[src/rtl/pipe_pkg.sv]
// -----------------------------------------------------------------------------
// pipe_pkg
// Shared pipeline types for the ID/EX stage:
//   ctrl_t       - packed decode control bundle (ALUOp, ALUSrc, MemtoReg,
//                  RegWrite, MemRead, MemWrite, Branch)
//   ALUOP_*      - ALUOp encodings consumed by the ALU controller
//   CTRL_NOP     - all-zero control word used for bubbles and flushes
//   REG_IDX_W    - register index width
//   sat_inc16()  - saturating 16-bit increment for the optional perf counters
// -----------------------------------------------------------------------------
package pipe_pkg;

    localparam int REG_IDX_W = 5;

    localparam logic [1:0] ALUOP_LDST   = 2'b00;
    localparam logic [1:0] ALUOP_BRANCH = 2'b01;
    localparam logic [1:0] ALUOP_RTYPE  = 2'b10;

    typedef struct packed {
        logic [1:0] alu_op;
        logic       alu_src;
        logic       mem_to_reg;
        logic       reg_write;
        logic       mem_read;
        logic       mem_write;
        logic       branch;
    } ctrl_t;

    localparam ctrl_t CTRL_NOP = '0;

    // Counters stick at all-ones instead of wrapping.
    function automatic logic [15:0] sat_inc16(input logic [15:0] v);
        return (v == 16'hFFFF) ? v : v + 16'd1;
    endfunction

endpackage

[src/rtl/id_ex_stage_hazard_detect.sv]
// -----------------------------------------------------------------------------
// hazard_detect
// Combinational load-use hazard detector. Raises hazard_o when the
// instruction in EX is a valid load whose destination (other than x0) is a
// source of the valid instruction sitting in ID.
// Ports:
//   id_valid, id_rs1, id_rs2      - instruction in decode
//   ex_valid, ex_mem_read, ex_rd  - instruction currently in EX
//   hazard_o                      - stall IF and IF/ID, bubble into EX
// -----------------------------------------------------------------------------
module hazard_detect
    import pipe_pkg::*;
(
    input  logic                 id_valid,
    input  logic [REG_IDX_W-1:0] id_rs1,
    input  logic [REG_IDX_W-1:0] id_rs2,
    input  logic                 ex_valid,
    input  logic                 ex_mem_read,
    input  logic [REG_IDX_W-1:0] ex_rd,
    output logic                 hazard_o
);

    logic rd_nonzero;
    logic rd_match;

    // x0 is hardwired to zero, so a load into it never produces a dependency.
    assign rd_nonzero = (ex_rd != '0);
    assign rd_match   = (ex_rd == id_rs1) || (ex_rd == id_rs2);
    assign hazard_o   = id_valid && ex_valid && ex_mem_read && rd_nonzero && rd_match;

endmodule

[src/rtl/id_ex_stage.sv]
// -----------------------------------------------------------------------------
// id_ex_stage
// ID/EX pipeline register with load-use hazard detection.
// Per-edge priority: reset > flush > ext_stall > load-use bubble > load.
// Ports:
//   clk, rst_n (synchronous, active low)
//   id_*       - decode-stage instruction fields and control word
//   ext_stall  - downstream stall, every EX register holds
//   flush      - kill the incoming instruction (EX becomes a bubble)
//   ex_*       - registered EX-stage copies
//   hazard_o   - combinational load-use hazard (IF and IF/ID hold)
// Optional build macro ID_EX_PERF_CNT_EN adds saturating bubble_cnt and
// flush_cnt outputs; without it the counters do not exist.
// -----------------------------------------------------------------------------
module id_ex_stage
    import pipe_pkg::*;
#(
    parameter int DATA_W = 32,
    parameter int PC_W   = 9
) (
    input  logic                 clk,
    input  logic                 rst_n,
    input  logic                 id_valid,
    input  logic [PC_W-1:0]      id_pc,
    input  logic [DATA_W-1:0]    id_rd1,
    input  logic [DATA_W-1:0]    id_rd2,
    input  logic [DATA_W-1:0]    id_imm,
    input  logic [REG_IDX_W-1:0] id_rs1,
    input  logic [REG_IDX_W-1:0] id_rs2,
    input  logic [REG_IDX_W-1:0] id_rd,
    input  logic [2:0]           id_funct3,
    input  logic [6:0]           id_funct7,
    input  ctrl_t                id_ctrl,
    input  logic                 ext_stall,
    input  logic                 flush,
    output logic                 ex_valid,
    output logic [PC_W-1:0]      ex_pc,
    output logic [DATA_W-1:0]    ex_rd1,
    output logic [DATA_W-1:0]    ex_rd2,
    output logic [DATA_W-1:0]    ex_imm,
    output logic [REG_IDX_W-1:0] ex_rs1,
    output logic [REG_IDX_W-1:0] ex_rs2,
    output logic [REG_IDX_W-1:0] ex_rd,
    output logic [2:0]           ex_funct3,
    output logic [6:0]           ex_funct7,
    output ctrl_t                ex_ctrl,
`ifdef ID_EX_PERF_CNT_EN
    output logic [15:0]          bubble_cnt,
    output logic [15:0]          flush_cnt,
`endif
    output logic                 hazard_o
);

    logic                 valid_q,  valid_d;
    logic [PC_W-1:0]      pc_q,     pc_d;
    logic [DATA_W-1:0]    rd1_q,    rd1_d;
    logic [DATA_W-1:0]    rd2_q,    rd2_d;
    logic [DATA_W-1:0]    imm_q,    imm_d;
    logic [REG_IDX_W-1:0] rs1_q,    rs1_d;
    logic [REG_IDX_W-1:0] rs2_q,    rs2_d;
    logic [REG_IDX_W-1:0] rd_q,     rd_d;
    logic [2:0]           funct3_q, funct3_d;
    logic [6:0]           funct7_q, funct7_d;
    ctrl_t                ctrl_q,   ctrl_d;
    logic                 hazard;

    hazard_detect u_hazard_detect (
        .id_valid    (id_valid),
        .id_rs1      (id_rs1),
        .id_rs2      (id_rs2),
        .ex_valid    (valid_q),
        .ex_mem_read (ctrl_q.mem_read),
        .ex_rd       (rd_q),
        .hazard_o    (hazard)
    );

    always_comb begin
        valid_d  = valid_q;
        pc_d     = pc_q;
        rd1_d    = rd1_q;
        rd2_d    = rd2_q;
        imm_d    = imm_q;
        rs1_d    = rs1_q;
        rs2_d    = rs2_q;
        rd_d     = rd_q;
        funct3_d = funct3_q;
        funct7_d = funct7_q;
        ctrl_d   = ctrl_q;

        if (flush || (!ext_stall && hazard)) begin
            // Flush and load-use bubble both leave a fully zeroed slot in EX.
            valid_d  = 1'b0;
            pc_d     = '0;
            rd1_d    = '0;
            rd2_d    = '0;
            imm_d    = '0;
            rs1_d    = '0;
            rs2_d    = '0;
            rd_d     = '0;
            funct3_d = '0;
            funct7_d = '0;
            ctrl_d   = CTRL_NOP;
        end else if (!ext_stall) begin
            valid_d  = id_valid;
            pc_d     = id_pc;
            rd1_d    = id_rd1;
            rd2_d    = id_rd2;
            imm_d    = id_imm;
            rs1_d    = id_rs1;
            rs2_d    = id_rs2;
            rd_d     = id_rd;
            funct3_d = id_funct3;
            funct7_d = id_funct7;
            // An invalid slot must never carry side-effecting control bits.
            ctrl_d   = id_valid ? id_ctrl : CTRL_NOP;
        end
    end

    always_ff @(posedge clk) begin
        if (!rst_n) begin
            valid_q  <= 1'b0;
            pc_q     <= '0;
            rd1_q    <= '0;
            rd2_q    <= '0;
            imm_q    <= '0;
            rs1_q    <= '0;
            rs2_q    <= '0;
            rd_q     <= '0;
            funct3_q <= '0;
            funct7_q <= '0;
            ctrl_q   <= CTRL_NOP;
        end else begin
            valid_q  <= valid_d;
            pc_q     <= pc_d;
            rd1_q    <= rd1_d;
            rd2_q    <= rd2_d;
            imm_q    <= imm_d;
            rs1_q    <= rs1_d;
            rs2_q    <= rs2_d;
            rd_q     <= rd_d;
            funct3_q <= funct3_d;
            funct7_q <= funct7_d;
            ctrl_q   <= ctrl_d;
        end
    end

`ifdef ID_EX_PERF_CNT_EN
    logic [15:0] bubble_cnt_q, bubble_cnt_d;
    logic [15:0] flush_cnt_q,  flush_cnt_d;

    always_comb begin
        bubble_cnt_d = bubble_cnt_q;
        flush_cnt_d  = flush_cnt_q;
        if (flush) begin
            flush_cnt_d = sat_inc16(flush_cnt_q);
        end else if (!ext_stall && hazard) begin
            bubble_cnt_d = sat_inc16(bubble_cnt_q);
        end
    end

    always_ff @(posedge clk) begin
        if (!rst_n) begin
            bubble_cnt_q <= '0;
            flush_cnt_q  <= '0;
        end else begin
            bubble_cnt_q <= bubble_cnt_d;
            flush_cnt_q  <= flush_cnt_d;
        end
    end

    assign bubble_cnt = bubble_cnt_q;
    assign flush_cnt  = flush_cnt_q;
`endif

    assign ex_valid  = valid_q;
    assign ex_pc     = pc_q;
    assign ex_rd1    = rd1_q;
    assign ex_rd2    = rd2_q;
    assign ex_imm    = imm_q;
    assign ex_rs1    = rs1_q;
    assign ex_rs2    = rs2_q;
    assign ex_rd     = rd_q;
    assign ex_funct3 = funct3_q;
    assign ex_funct7 = funct7_q;
    assign ex_ctrl   = ctrl_q;
    assign hazard_o  = hazard;

endmodule
[config.mk]
export PLATFORM = sky130hd
export DESIGN_NAME = id_ex_stage
export DESIGN_NICKNAME = d
export VERILOG_FILES = /design/src/rtl/pipe_pkg.sv /design/src/rtl/id_ex_stage_hazard_detect.sv /design/src/rtl/id_ex_stage.sv
export SDC_FILE = /design/constraint.sdc
export NUM_CORES = 1
export LEC_CHECK = 0
export CAP_MARGIN = 20
export CORE_MARGIN = 2
export CORE_UTILIZATION = 32
export CTS_BUF_LIST = sky130_fd_sc_hd__clkbuf_4 sky130_fd_sc_hd__clkbuf_8
export DETAILED_ROUTE_END_ITERATION = 8
export PLACE_DENSITY_LB_ADDON = 0.1
export SLEW_MARGIN = 20
export SYNTH_ARGS = -nofsm -noshare
export SYNTH_HDL_FRONTEND = slang
export SYNTH_SLANG_ARGS = --single-unit
export TNS_END_PERCENT = 5
[constraint.sdc]
create_clock -name clk -period 2.3 [get_ports clk]
set_input_delay 0.69 -clock clk [delete_from_list [all_inputs] [get_ports clk]]
set_output_delay 0.69 -clock clk [all_outputs]
set_load 0.05 [all_outputs]
# Word-level counts from Yosys, hierarchy flattened
# Cells that the tools add are included.
# Widths: inputs -> output; s select.
[totals]
ff_bits = 139
input_bits = 143
out_inout_bits = 140
word_cells = 31
[classes]
n_eq_ne = 2
muxes = 1
n_bitwise = 1
n_reduce_logical = 10
[op_table]
columns = ["op", "n"]
rows = [
  ["$eq 5x5->1", 2],
  ["$mux 8", 1],
  ["$logic_and 1x1->1", 5],
  ["$reduce_bool 5->1", 1],
  ["$logic_or 1x1->1", 2],
  ["$reduce_or 2->1", 1],
  ["$logic_not 1->1", 1],
  ["$not 1->1", 1],
]

# Depth between registers and ports, before layout
[logic_depth]
word_depth = 7
mapped_depth = 6

# By module
# A second synthesis with hierarchy kept.
[hier_totals]
hier_cells = 492
hier_area_um2 = 6177.2
[by_module_without_submodules]
columns = ["module", "instances", "cells_each", "area_per_inst_um2", "seq_area_each_um2"]
rows = [
  ["id_ex_stage", 1, 475, 6048.3, 2782.7],
  ["hazard_detect", 1, 17, 128.9, 0.0],
]

# Least setup slack after synthesis
# No wires, ideal clock.
[synth_timing]
kind = "register -> output"
start = "register rd_q[4] (netlist: ex_rd[4])"
end = "output port hazard_o"
arrival_time_ps = 2230
setup_slack_ps = -620
path_stages_with_launch = 6
cell_sequence = "dfxtp_1 -> xnor2_1 -> nand3_1 -> o22ai_1 -> clkbuf_1 -> nor2b_1"
[synth_via]
elab_chain_cells = 3
word_cells_on_any_way = 6
[synth_lines]
columns = ["element", "line_no", "text"]
rows = [
  ["start, declared", "id_ex_stage.sv:61", "logic [REG_IDX_W-1:0] rd_q, rd_d;"],
  ["start signal, assigned", "id_ex_stage.sv:140", "rd_q <= rd_d;"],
  ["$eq 5x5->1 / $reduce_bool 5->1 (equally long branches)", "id_ex_stage_hazard_detect.sv:28, id_ex_stage_hazard_detect.sv:27", ""],
  ["$logic_or 1x1->1 / $logic_and 1x1->1 (equally long branches)", "id_ex_stage_hazard_detect.sv:28, id_ex_stage_hazard_detect.sv:29", ""],
  ["$logic_and 1x1->1 (*)", "id_ex_stage_hazard_detect.sv:29", "assign hazard_o = id_valid && ex_valid && ex_mem_read && rd_nonzero && rd_match;"],
  ["end, declared", "id_ex_stage.sv:51", "output logic hazard_o"],
]
# Every way passes the cells marked *; elsewhere a longest branch is shown, timed or not.

# Final worst setup path
[layout_timing]
start = "register rd_q[1] (netlist: ex_rd[1])"
end = "output port hazard_o"
# The elaborated chain is that of the path after synthesis.

==> impl_metrics.toml <==
[global_route]
antenna_found_initial = 1
grt_pass1_wl_um = 31800
grt_start_max_net_pins = 80
gr-usage-all-layers_pct = 20.2
first_global_vias = 5963
grt_remaining_overflow = 0

[worst_setup_path]
cp_slowest_cell = "or4_4"
path_class = "reg2out"
cp_cell_sequence = "or4_4, o2111ai_4, nor2b_4, buf_12"
path_buf_inv = 1
critPathTopFamily = "simple AND/OR/NAND/NOR gates"
cp_max_fo = 3
cp-end-kind = "output pin"
arrival_ps = 1780
cp.required_ps = 1610
critPathLaunchType = "flip-flop"
slowest_delay_ps = 530

[power_and_ir_drop]
p_int_w = 0.00439
p_sw_w = 0.00195
irDropWorstVdd_v = 0.000315
seqPwrFrac_pct = 41.7
swShare_pct = 30.7
leakagePower_nw = 3.78
p_total_w = 0.00634
power_density_nw_per_um2 = 677
pwr-share-comb_pct = 22.5
pwr-share-clk_pct = 35.8

[route]
vias = 6300
wl_per_cell_um = 17.1
drt_pass1_iterations = 5
drc = 0
drt_first_iter_violations = 416
drt-total-wl_um = 19900
ant_nets = 0
viasPerCell = 5.41

[cts]
cts-root-buf = "clkbuf_8"
cts_tree = "done"
clock_path_buffers = 2
clkTransAtPathRegs_ps = 80
clk_latency_ps = 440
cts_buffers = 17
cts_num_sinks = 139
h-tree-depth = 4
hold_buffers = 0

[logic_synthesis]
netlist_instances = 664
syn_avg_cell_area_sq_um = 8.70
ys_warn_count = 0
syn-num-nets = 807
synth_area_leader_cell = "dfxtp_1"
synth.distinct_cells = 19
seq_area_frac_synth_pct = 48.2
syn_area_sq_um = 5770
synth-seq-cells = 139
synth_top_area_share_pct = 48.2
synth.area.top_cells = "dfxtp_1 (48%), a32oi_1 (20%), o21ai_0 (9.8%)"

[cells_and_area]
syn_to_final_growth_pct = 62.2
multi_input_area_sq_um = 2740
nFillCells = 1660
fin_nets = 1065
drive_above_1_share_pct = 10.7
seq_area_sq_um = 2790
instances_no_fill = 1165

[timing]
final.setup.tns_ps = -169
fmax_mhz = 405
post-route-worst-setup-slack_ps = -169
fin_crit_ps = 2470
fin_crit_sh_pct = 107
setup_viol = 1
drv_slew = 0
rsz0062_at_grt = "yes"
whs_ps = 465
tightestPinTransition_ps = 569
clock_skew_ps = 11.1
finalHoldViolCount = 0
slew_headroom_pct = 62.1

[placement]
hpwl_um = 13500
place_congestion = 0.782
dp.cells = 1128
io_buffers = 282
pre_cts_ws_ps = -429

[floorplan]
core_area_sq_um = 17800
initial_core_util_pct = 32.4
rows = 49
die_area_sq_um = 19100
pin_count = 283
die_w_um = 138
die_h_um = 138

[outcome]
violations = "negative setup slack"
status = "finished with violations"

[worst_hold_path]
min_path_type = "reg2reg"

[job]
drv_cap = 0
## worst paths after layout
| check | to | slack, ps | depth (start not counted) | from |
|---|---|---|---|---|
| setup / recovery | hazard_o | -170 | 4 | ex_rd[1]$_SDFFE_PP0N_ |
| hold / removal | ex_funct7[1]$_SDFFE_PP0N_ | 460 | 2 | ex_funct7[1]$_SDFFE_PP0N_ |
| hold reg to reg | ex_funct7[1]$_SDFFE_PP0N_ | 460 | 2 | ex_funct7[1]$_SDFFE_PP0N_ |
| setup reg to reg | ex_rd2[22]$_SDFFE_PP0N_ | 120 | 7 | ex_rd[1]$_SDFFE_PP0N_ |
## metal layers
| layer | share of wire, % | track usage, % | up-vias | wire (um) |
|---|---|---|---|---|
| li1 | - | - | 3035 | - |
| met3 | 8.9 | 8.56 | 20 | 1770 |
| met2 | 48 | 33.1 | 238 | 9560 |
| met4 | 1.5 | 6.18 | 0 | 295 |
| met5 | 0 | 0 | - | 0 |
| met1 | 42 | 24.1 | 3007 | 8270 |
## state kept, by name (all words and copies together), names as in the netlist
| register | flops |
|---|---|
| ex_ctrl | 8 |
| ex_valid | 1 |
| ex_rs2 | 5 |
| ex_pc | 9 |
| ex_funct7 | 7 |
| ex_funct3 | 3 |
| ex_rs1 | 5 |
| ex_rd2 | 32 |
| ex_imm | 32 |
| ex_rd1 | 32 |
| ex_rd | 5 |
## final cells by class
class / instances / area share, %
Timing Repair Buffer: 319 / 33.0
Sequential cell: 139 / 29.8
Multi-Input combinational cell: 445 / 29.2
Clock buffer: 22 / 3.17
Tap cell: 229 / 3.06
Clock inverter: 10 / 1.74
Antenna cell: 1 / 0.0267
## power groups by stage
| stage | logic, W | registers [W] | clock network, W |
|---|---|---|---|
| floorplan | 0.000285 | 0.00322 | 0 |
| global placement | 0.00150 | 0.00270 | 0 |
| detailed placement | 0.00152 | 0.00270 | 0 |
| CTS | 0.00143 | 0.00264 | 0.00232 |
| global route | 0.00151 | 0.00266 | 0.00242 |
| finish | 0.00143 | 0.00264 | 0.00227 |
## cell families (layout without fill, tap and decap cells)
group                  after synthesis  count (layout)  synth area share, %
other                                0               1                    0
AO/OA/AOI/OAI                      280             280                 33.3
flip-flops                         139             139                 48.2
buffers and inverters               80             351                 6.07
XOR/XNOR                            10              10                 1.52
AND/OR/NAND/NOR                    155             155                 10.9
## worst min-delay path, cell delays in order, from the launching register on
cell	delay (ps)
dfxtp_1	320
a32oi_1	50
o21ai_0	60
## Yosys cell counts
master / instances
a22oi_1: 8
a32oi_1: 131
and3_1: 8
and3b_1: 1
buf_1: 2
buf_2: 4
buf_4: 12
clkbuf_1: 62
dfxtp_1: 139
nand2_1: 133
nand3_1: 10
nor2b_1: 1
nor3b_1: 1
o2111ai_2: 1
o21ai_0: 113
o21ai_1: 26
o22ai_1: 1
or4_1: 1
xnor2_1: 10
## placed cells by master, fill, tap and decap left out
cell type / Yosys / final
nand3_2: 0 / 1
dfxtp_2: 0 / 3
xnor2_1: 10 / 4
nor2b_4: 0 / 1
dfxtp_4: 0 / 2
nor3b_2: 0 / 1
buf_4: 12 / 33
clkinvlp_4: 0 / 2
o2111ai_4: 0 / 1
bufinv_16: 0 / 4
o21ai_1: 26 / 26
clkinv_2: 0 / 2
clkbuf_2: 0 / 1
and3b_4: 0 / 1
dlymetal6s2s_1: 0 / 1
o22ai_4: 0 / 1
xnor2_2: 0 / 6
clkdlybuf4s50_1: 0 / 132
nand2_1: 133 / 133
a22oi_1: 8 / 8
dfxtp_1: 139 / 134
o21ai_0: 113 / 113
nand3_1: 10 / 9
a32oi_1: 131 / 131
clkbuf_8: 0 / 21
or4_4: 0 / 1
diode_2: 0 / 1
and3_1: 8 / 8
dlygate4sd2_1: 0 / 136
buf_6: 0 / 1
clkbuf_4: 0 / 1
buf_12: 0 / 15
clkinv_4: 0 / 2
## timing repair
item / CTS / global route
buffers inserted: 3 / 1
resized for setup: 140 / 9
setup endpoints to repair: 138 / 62
cloned: 0 / 0
pin swaps: 4 / 5
## through the flow
stage | util (%) | area, sq um
final | 52.5 | 9370
after global routing | 52.5 | 9370
after CTS | 52.3 | 9330
after detailed placement | 50.5 | 9000
after global placement | 50.5 | 9000
after floorplan | - | 5860
(Power assumes the default switching activity.)
